`config.mk`:
```
export PLATFORM = sky130hd
export DESIGN_NAME = ucode_sequencer_flat
export DESIGN_NICKNAME = d
export VERILOG_FILES = /design/src/rtl/ucode_sequencer_if.sv /design/src/rtl/ucode_sequencer.sv /design/src/flat_wrapper.sv
export SDC_FILE = /design/constraint.sdc
export NUM_CORES = 1
export LEC_CHECK = 0
export BUFFER_PORTS_ARGS = -buffer_cell sky130_fd_sc_hd__buf_2
export CORE_MARGIN = 2
export CORE_UTILIZATION = 56
export CTS_CLUSTER_DIAMETER = 40
export DETAILED_ROUTE_END_ITERATION = 12
export GPL_ROUTABILITY_DRIVEN = 0
export GPL_TIMING_DRIVEN = 0
export PLACE_DENSITY = 0.85
export SYNTH_ARGS = -nofsm -noshare
export SYNTH_HDL_FRONTEND = slang
export SYNTH_SLANG_ARGS = --single-unit
```
`constraint.sdc`:
```
create_clock -name clk -period 2.9 [get_ports clk]
set_input_delay 0.145 -clock clk [delete_from_list [all_inputs] [get_ports clk]]
set_output_delay 0.145 -clock clk [all_outputs]
set_load 0.01 [all_outputs]
```
`src/rtl/ucode_sequencer_if.sv`:
```
// Host/datapath bundle for the microcode sequencer.
// Host drives program load and control; sequencer returns control word and status.
interface ucode_sequencer_if #(
    parameter int P_PC_W = 5,
    parameter int P_CW   = 15
);
    logic              start;
    logic              abort;
    logic              prog_we;
    logic [P_PC_W-1:0] prog_addr;
    logic [P_CW+1:0]   prog_data;
    logic              mayor;
    logic              bandera;
    logic [P_CW-1:0]   o_signal;
    logic              busy;
    logic              done;
    logic              err;
    logic [P_PC_W-1:0] pc_dbg;

    modport master (
        output start, abort, prog_we, prog_addr, prog_data,
        output mayor, bandera,
        input  o_signal, busy, done, err, pc_dbg
    );

    modport slave (
        input  start, abort, prog_we, prog_addr, prog_data,
        input  mayor, bandera,
        output o_signal, busy, done, err, pc_dbg
    );
endinterface

```
`src/rtl/ucode_sequencer.sv`:
```
// Programmable microcode sequencer: one instruction per cycle from a
// host-loaded program, flag-based branches, HALT/watchdog/abort termination.
module ucode_sequencer #(
    parameter int P_PC_W       = 5,
    parameter int P_CW         = 15,
    parameter int P_MAX_CYCLES = 1000
) (
    input logic              clk,
    input logic              rst,
    ucode_sequencer_if.slave bus
);
    localparam int DEPTH = 1 << P_PC_W;
    localparam int IW    = P_CW + 2;
    localparam int CYC_W = (P_MAX_CYCLES > 1) ? $clog2(P_MAX_CYCLES) : 1;

    typedef enum logic {IDLE, RUN} state_t;
    typedef enum logic [1:0] {
        OP_EXEC = 2'b00,
        OP_BRM  = 2'b01,
        OP_BRP  = 2'b10,
        OP_HALT = 2'b11
    } op_t;

    logic [IW-1:0]     mem [DEPTH];
    state_t            state;
    logic [P_PC_W-1:0] pc;
    logic              flag_m;
    logic              flag_p;
    logic [CYC_W-1:0]  cyc;
    logic              done_q;
    logic              err_q;

    logic [IW-1:0]     instr;
    op_t               op;
    logic [P_CW-1:0]   field;
    logic [P_PC_W-1:0] pc_inc;
    logic [P_PC_W-1:0] target;
    logic              timeout;
    logic [P_CW-1:0]   o_sig;

    assign instr   = mem[pc];
    assign op      = op_t'(instr[IW-1:P_CW]);
    assign field   = instr[P_CW-1:0];
    assign pc_inc  = pc + 1'b1;
    assign target  = field[P_PC_W-1:0];
    assign timeout = (cyc == CYC_W'(P_MAX_CYCLES - 1));

    assign bus.o_signal = o_sig;
    assign bus.busy     = (state == RUN);
    assign bus.done     = done_q;
    assign bus.err      = err_q;
    assign bus.pc_dbg   = pc;

    // Program store: host writes only while idle, contents survive reset
    always_ff @(posedge clk) begin
        if (state == IDLE && bus.prog_we)
            mem[bus.prog_addr] <= bus.prog_data;
    end

    // Control word: only EXEC drives the datapath, and never while aborting
    always_comb begin
        o_sig = '0;
        if (state == RUN && !bus.abort && op == OP_EXEC)
            o_sig = field;
    end

    // Sequencer FSM: start, per-instruction pc/flag update, termination
    always_ff @(posedge clk or negedge rst) begin
        if (!rst) begin
            state  <= IDLE;
            pc     <= '0;
            flag_m <= 1'b0;
            flag_p <= 1'b0;
            cyc    <= '0;
            done_q <= 1'b0;
            err_q  <= 1'b0;
        end else begin
            done_q <= 1'b0;
            unique case (state)
                IDLE: begin
                    if (bus.start && !bus.abort) begin
                        state <= RUN;
                        pc    <= '0;
                        cyc   <= '0;
                        err_q <= 1'b0;
                    end
                end
                RUN: begin
                    cyc <= cyc + 1'b1;
                    if (bus.abort) begin
                        state <= IDLE;
                    end else if (op == OP_HALT) begin
                        state  <= IDLE;
                        done_q <= 1'b1;
                    end else if (timeout) begin
                        state  <= IDLE;
                        done_q <= 1'b1;
                        err_q  <= 1'b1;
                    end else begin
                        unique case (op)
                            OP_EXEC: begin
                                flag_m <= bus.mayor;
                                flag_p <= bus.bandera;
                                pc     <= pc_inc;
                            end
                            OP_BRM:  pc <= flag_m ? target : pc_inc;
                            OP_BRP:  pc <= flag_p ? target : pc_inc;
                            OP_HALT: pc <= pc;
                        endcase
                    end
                end
                default: state <= IDLE;
            endcase
        end
    end
endmodule

```
`src/flat_wrapper.sv`:
```
// flat-port wrapper written by rule: the top's interface ports become plain ports
module ucode_sequencer_flat 
#(
    parameter int P_PC_W       = 5,
    parameter int P_CW         = 15,
    parameter int P_MAX_CYCLES = 1000
)
  (clk, rst, bus_start, bus_abort, bus_prog_we, bus_prog_addr, bus_prog_data, bus_mayor, bus_bandera, bus_o_signal, bus_busy, bus_done, bus_err, bus_pc_dbg);
  ucode_sequencer_if #(.P_PC_W(P_PC_W), .P_CW(P_CW)) bus_i ();
  input logic clk;
  input logic rst;
  input wire logic [$bits(bus_i.start)-1:0] bus_start;
  input wire logic [$bits(bus_i.abort)-1:0] bus_abort;
  input wire logic [$bits(bus_i.prog_we)-1:0] bus_prog_we;
  input wire logic [$bits(bus_i.prog_addr)-1:0] bus_prog_addr;
  input wire logic [$bits(bus_i.prog_data)-1:0] bus_prog_data;
  input wire logic [$bits(bus_i.mayor)-1:0] bus_mayor;
  input wire logic [$bits(bus_i.bandera)-1:0] bus_bandera;
  output wire logic [$bits(bus_i.o_signal)-1:0] bus_o_signal;
  output wire logic [$bits(bus_i.busy)-1:0] bus_busy;
  output wire logic [$bits(bus_i.done)-1:0] bus_done;
  output wire logic [$bits(bus_i.err)-1:0] bus_err;
  output wire logic [$bits(bus_i.pc_dbg)-1:0] bus_pc_dbg;
  assign bus_i.start = bus_start;
  assign bus_i.abort = bus_abort;
  assign bus_i.prog_we = bus_prog_we;
  assign bus_i.prog_addr = bus_prog_addr;
  assign bus_i.prog_data = bus_prog_data;
  assign bus_i.mayor = bus_mayor;
  assign bus_i.bandera = bus_bandera;
  assign bus_o_signal = bus_i.o_signal;
  assign bus_busy = bus_i.busy;
  assign bus_done = bus_i.done;
  assign bus_err = bus_i.err;
  assign bus_pc_dbg = bus_i.pc_dbg;
  ucode_sequencer #(.P_PC_W(P_PC_W), .P_CW(P_CW), .P_MAX_CYCLES(P_MAX_CYCLES)) u_core (.clk(clk), .rst(rst), .bus(bus_i));
endmodule
```
==> results_dict.tcl <==
set metrics [dict create \
    reg2reg_setup_slack_ns -0.73 \
    ys_ff_latch 564 \
    fin_worst_skew_ns 0.0215 \
    die_y_um 203 \
    final_nets 1233 \
    synth_common_cells "edfxtp_1 (544), mux4_2 (132), nor2_1 (49)" \
    core-area_um2 38800 \
    grt_max_degree 33 \
    start_util_pct 57.0 \
    synth_top_area_cell "edfxtp_1" \
    cp_max_fo 10 \
    wl_per_cell_um 32.6 \
    clk_latency_ns 0.60 \
    synthMostInstantiatedCell "edfxtp_1" \
    cp-startpoint "u_core.bus.pc_dbg[3]" \
    syn_nets 1074 \
    yosysUniqueCellTypes 48 \
    r2r-start "u_core.bus.pc_dbg[0]" \
    vias 12019 \
    setup_viol 25 \
    synthCells 1039 \
    tightestPinTransition_ns 1.17 \
    synth-main-ff-cell "edfxtp_1" \
    synth_top_area_share_pct 73.8 \
    hold_viol 0 \
    netlist_area_um2 22100 \
    power.static_leakage_nw 8.32 \
    die_x_um 203 \
    port_buffers 51 \
    async_reset_ff_share_pct 3.55 \
    fin_crit_ns 3.91 \
    cts_tree "built" \
    viasPerCell 6.82 \
    fin_cells 1763 \
    ys_seq_area_share_pct 76.0 \
    grt_pass1_vias 12323 \
    critPathCaptureType "primary output" \
    grt_remaining_overflow 0 \
    grt_use_total_pct 27.9 \
    whs_endpoint "u_core.mem[12][13]" \
    path_clk_slew_ns 0.07 \
    drt_iter0_markers 1707 \
    rsz0062_at_grt "true" \
    p_per_area_nw_per_um2 806 \
    cp-start-kind "flop" \
    cp.arrival_ns 3.77 \
    critPathRequiredTime_ns 2.76 \
    cts_buffers 55 \
    drc 0 \
    area_delta_synth_final_pct 17.7 \
    wl_um 57400 \
    rows 72 \
    drtPass1Iterations 6 \
    slew_viol_final 0 \
    post-route-period-util_pct 135 \
    synth_edf_count 544 \
    reg2reg_to "u_core.bus.pc_dbg[2]" \
    status "complete, but fails checks" \
    yosysWarningCount 0 \
    max_slew_margin_pct 22.3 \
    dieArea_um2 41100 \
    reg2reg_depth 14 \
    drv_cap 0 \
    hold_depth 1 \
    path_class "reg -> out" \
    postRouteAntennaNets 0 \
    tns_ns -17.05 \
    cts.path.max_buffers 3 \
    netlist_top_cells_area "edfxtp_1 (74%), mux4_2 (13%), dfrtp_1 (2.3%)" \
    setup_ws_ns -1.01 \
    ctsRootBufferMaster "clkbuf_16" \
    vdd_drop_max_mv 0.656 \
    antenna_found_initial 0 \
    fmax_mhz 255 \
    h-tree-depth 2 \
    drive_above_1_share_pct 36.3 \
    placed_cells 1640 \
    cts.sinks 564 \
    min_from "bus_prog_data[13]" \
    synth_area_per_cell_um2 21.3 \
    num_io_pins 52 \
    hp-class "in -> reg" \
    hpwlAfterDp_um 33900 \
    violations "negative setup slack" \
    grt_pass1_wl_um 81400 \
]
[cell usage in the layout (no fill, tap or decap), types with 22 or more instances in the layout]
cell,count
edfxtp_1,544
mux4_2,132
buf_2,59
clkbuf_16,57
mux2i_1,42
nand2_1,30
nor2_2,29
buf_8,27
buf_4,25
a22o_1,22
[repair_timing]
item                                    CTS  global route
pin swaps                                16             0
hold buffers                              4             0
gates cloned                              2             0
endpoints found under the setup margin   25            54
hold endpoints to repair                 23             0
buffers inserted                         13             1
gates resized for setup                  56            12
[kinds of logic (layout without fill, tap and decap cells)]
| group | Yosys count | count (layout) | share of synthesized area, % |
|---|---|---|---|
| DFF | 564 | 564 | 76.0 |
| AOI/OAI and AO/OA | 70 | 70 | 2.41 |
| and+or+nand+nor | 136 | 136 | 2.92 |
| xor gates and xnor gates | 6 | 6 | 0.237 |
| buffers and inverters | 58 | 263 | 1.46 |
| muxes | 199 | 199 | 16.6 |
| other | 0 | 1 | 0 |
| adders and majority gates | 6 | 6 | 0.339 |
[worst max-delay path by stage]
stage                                 endpoint  cells past startpoint
after global placement        bus_o_signal[10]                     10
after CTS                     bus_o_signal[10]                     11
after global routing           bus_o_signal[3]                      8
final                          bus_o_signal[3]                      8
after detailed placement      bus_o_signal[10]                     10
after floorplan           u_core.bus.pc_dbg[2]                     14
[area by class of cell]
type	count	area [um^2]
plain buffers	48	350
diodes	1	2.50
multi-input cells	417	5330
fillers	2223	12800
repair buffers	103	1050
clock inverters	43	415
well taps	518	648
flip-flops and latches	564	16800
clock buffers	60	1410
inverters	9	36.3
[per-layer routing]
layer | up-vias | wire [um] | global-route usage (%)
li1 | 4650 | - | -
met1 | 6204 | 19500 | 35.3
met2 | 961 | 28200 | 45.1
met3 | 204 | 6890 | 7.87
met4 | 0 | 2840 | 13.0
met5 | - | 0 | 0
[power breakdown]
group / internal (mW) / switching (mW) / leakage [nW]
combinational: 2.05 / 2.64 / 2.26
sequential: 9.05 / 0.123 / 5.17
clock: 4.00 / 3.13 / 0.887
[worst max-delay path: stages (launching register included)]
cell	delay, ns
dfrtp_1	0.40
buf_2	0.35
buf_1	0.76
mux4_2	0.42
mux2i_1	0.67
o211ai_1	0.16
nand2_1	0.24
nor2_4	0.06
buf_6	0.12
[registers in the layout, indices dropped and copies added, names as in the netlist]
signal,cells
u_core.flag_p,1
u_core.bus.pc_dbg,5
u_core.bus.done,1
u_core.bus.err,1
u_core.cyc,10
u_core.flag_m,1
u_core.mem,544
u_core.bus.busy,1
[metrics by stage]
| stage | hold slack [ns] | instance area (um^2) | setup slack, ns | util [%] | total power [mW] |
|---|---|---|---|---|---|
| detailed placement | 0.110 | 23700 | -1.09 | 61.1 | 13.3 |
| global placement | 0.102 | 23100 | -0.949 | 59.5 | 13.1 |
| floorplan | -0.151 | 22200 | -0.164 | - | 12.1 |
| finish | 0.0323 | 26100 | -1.01 | 67.1 | 21.0 |
| CTS | 0.0300 | 26000 | -0.699 | 67.0 | 20.8 |
| global route | 0.0596 | 26100 | -0.944 | 67.1 | 21.5 |
(Power assumes the default switching activity.)
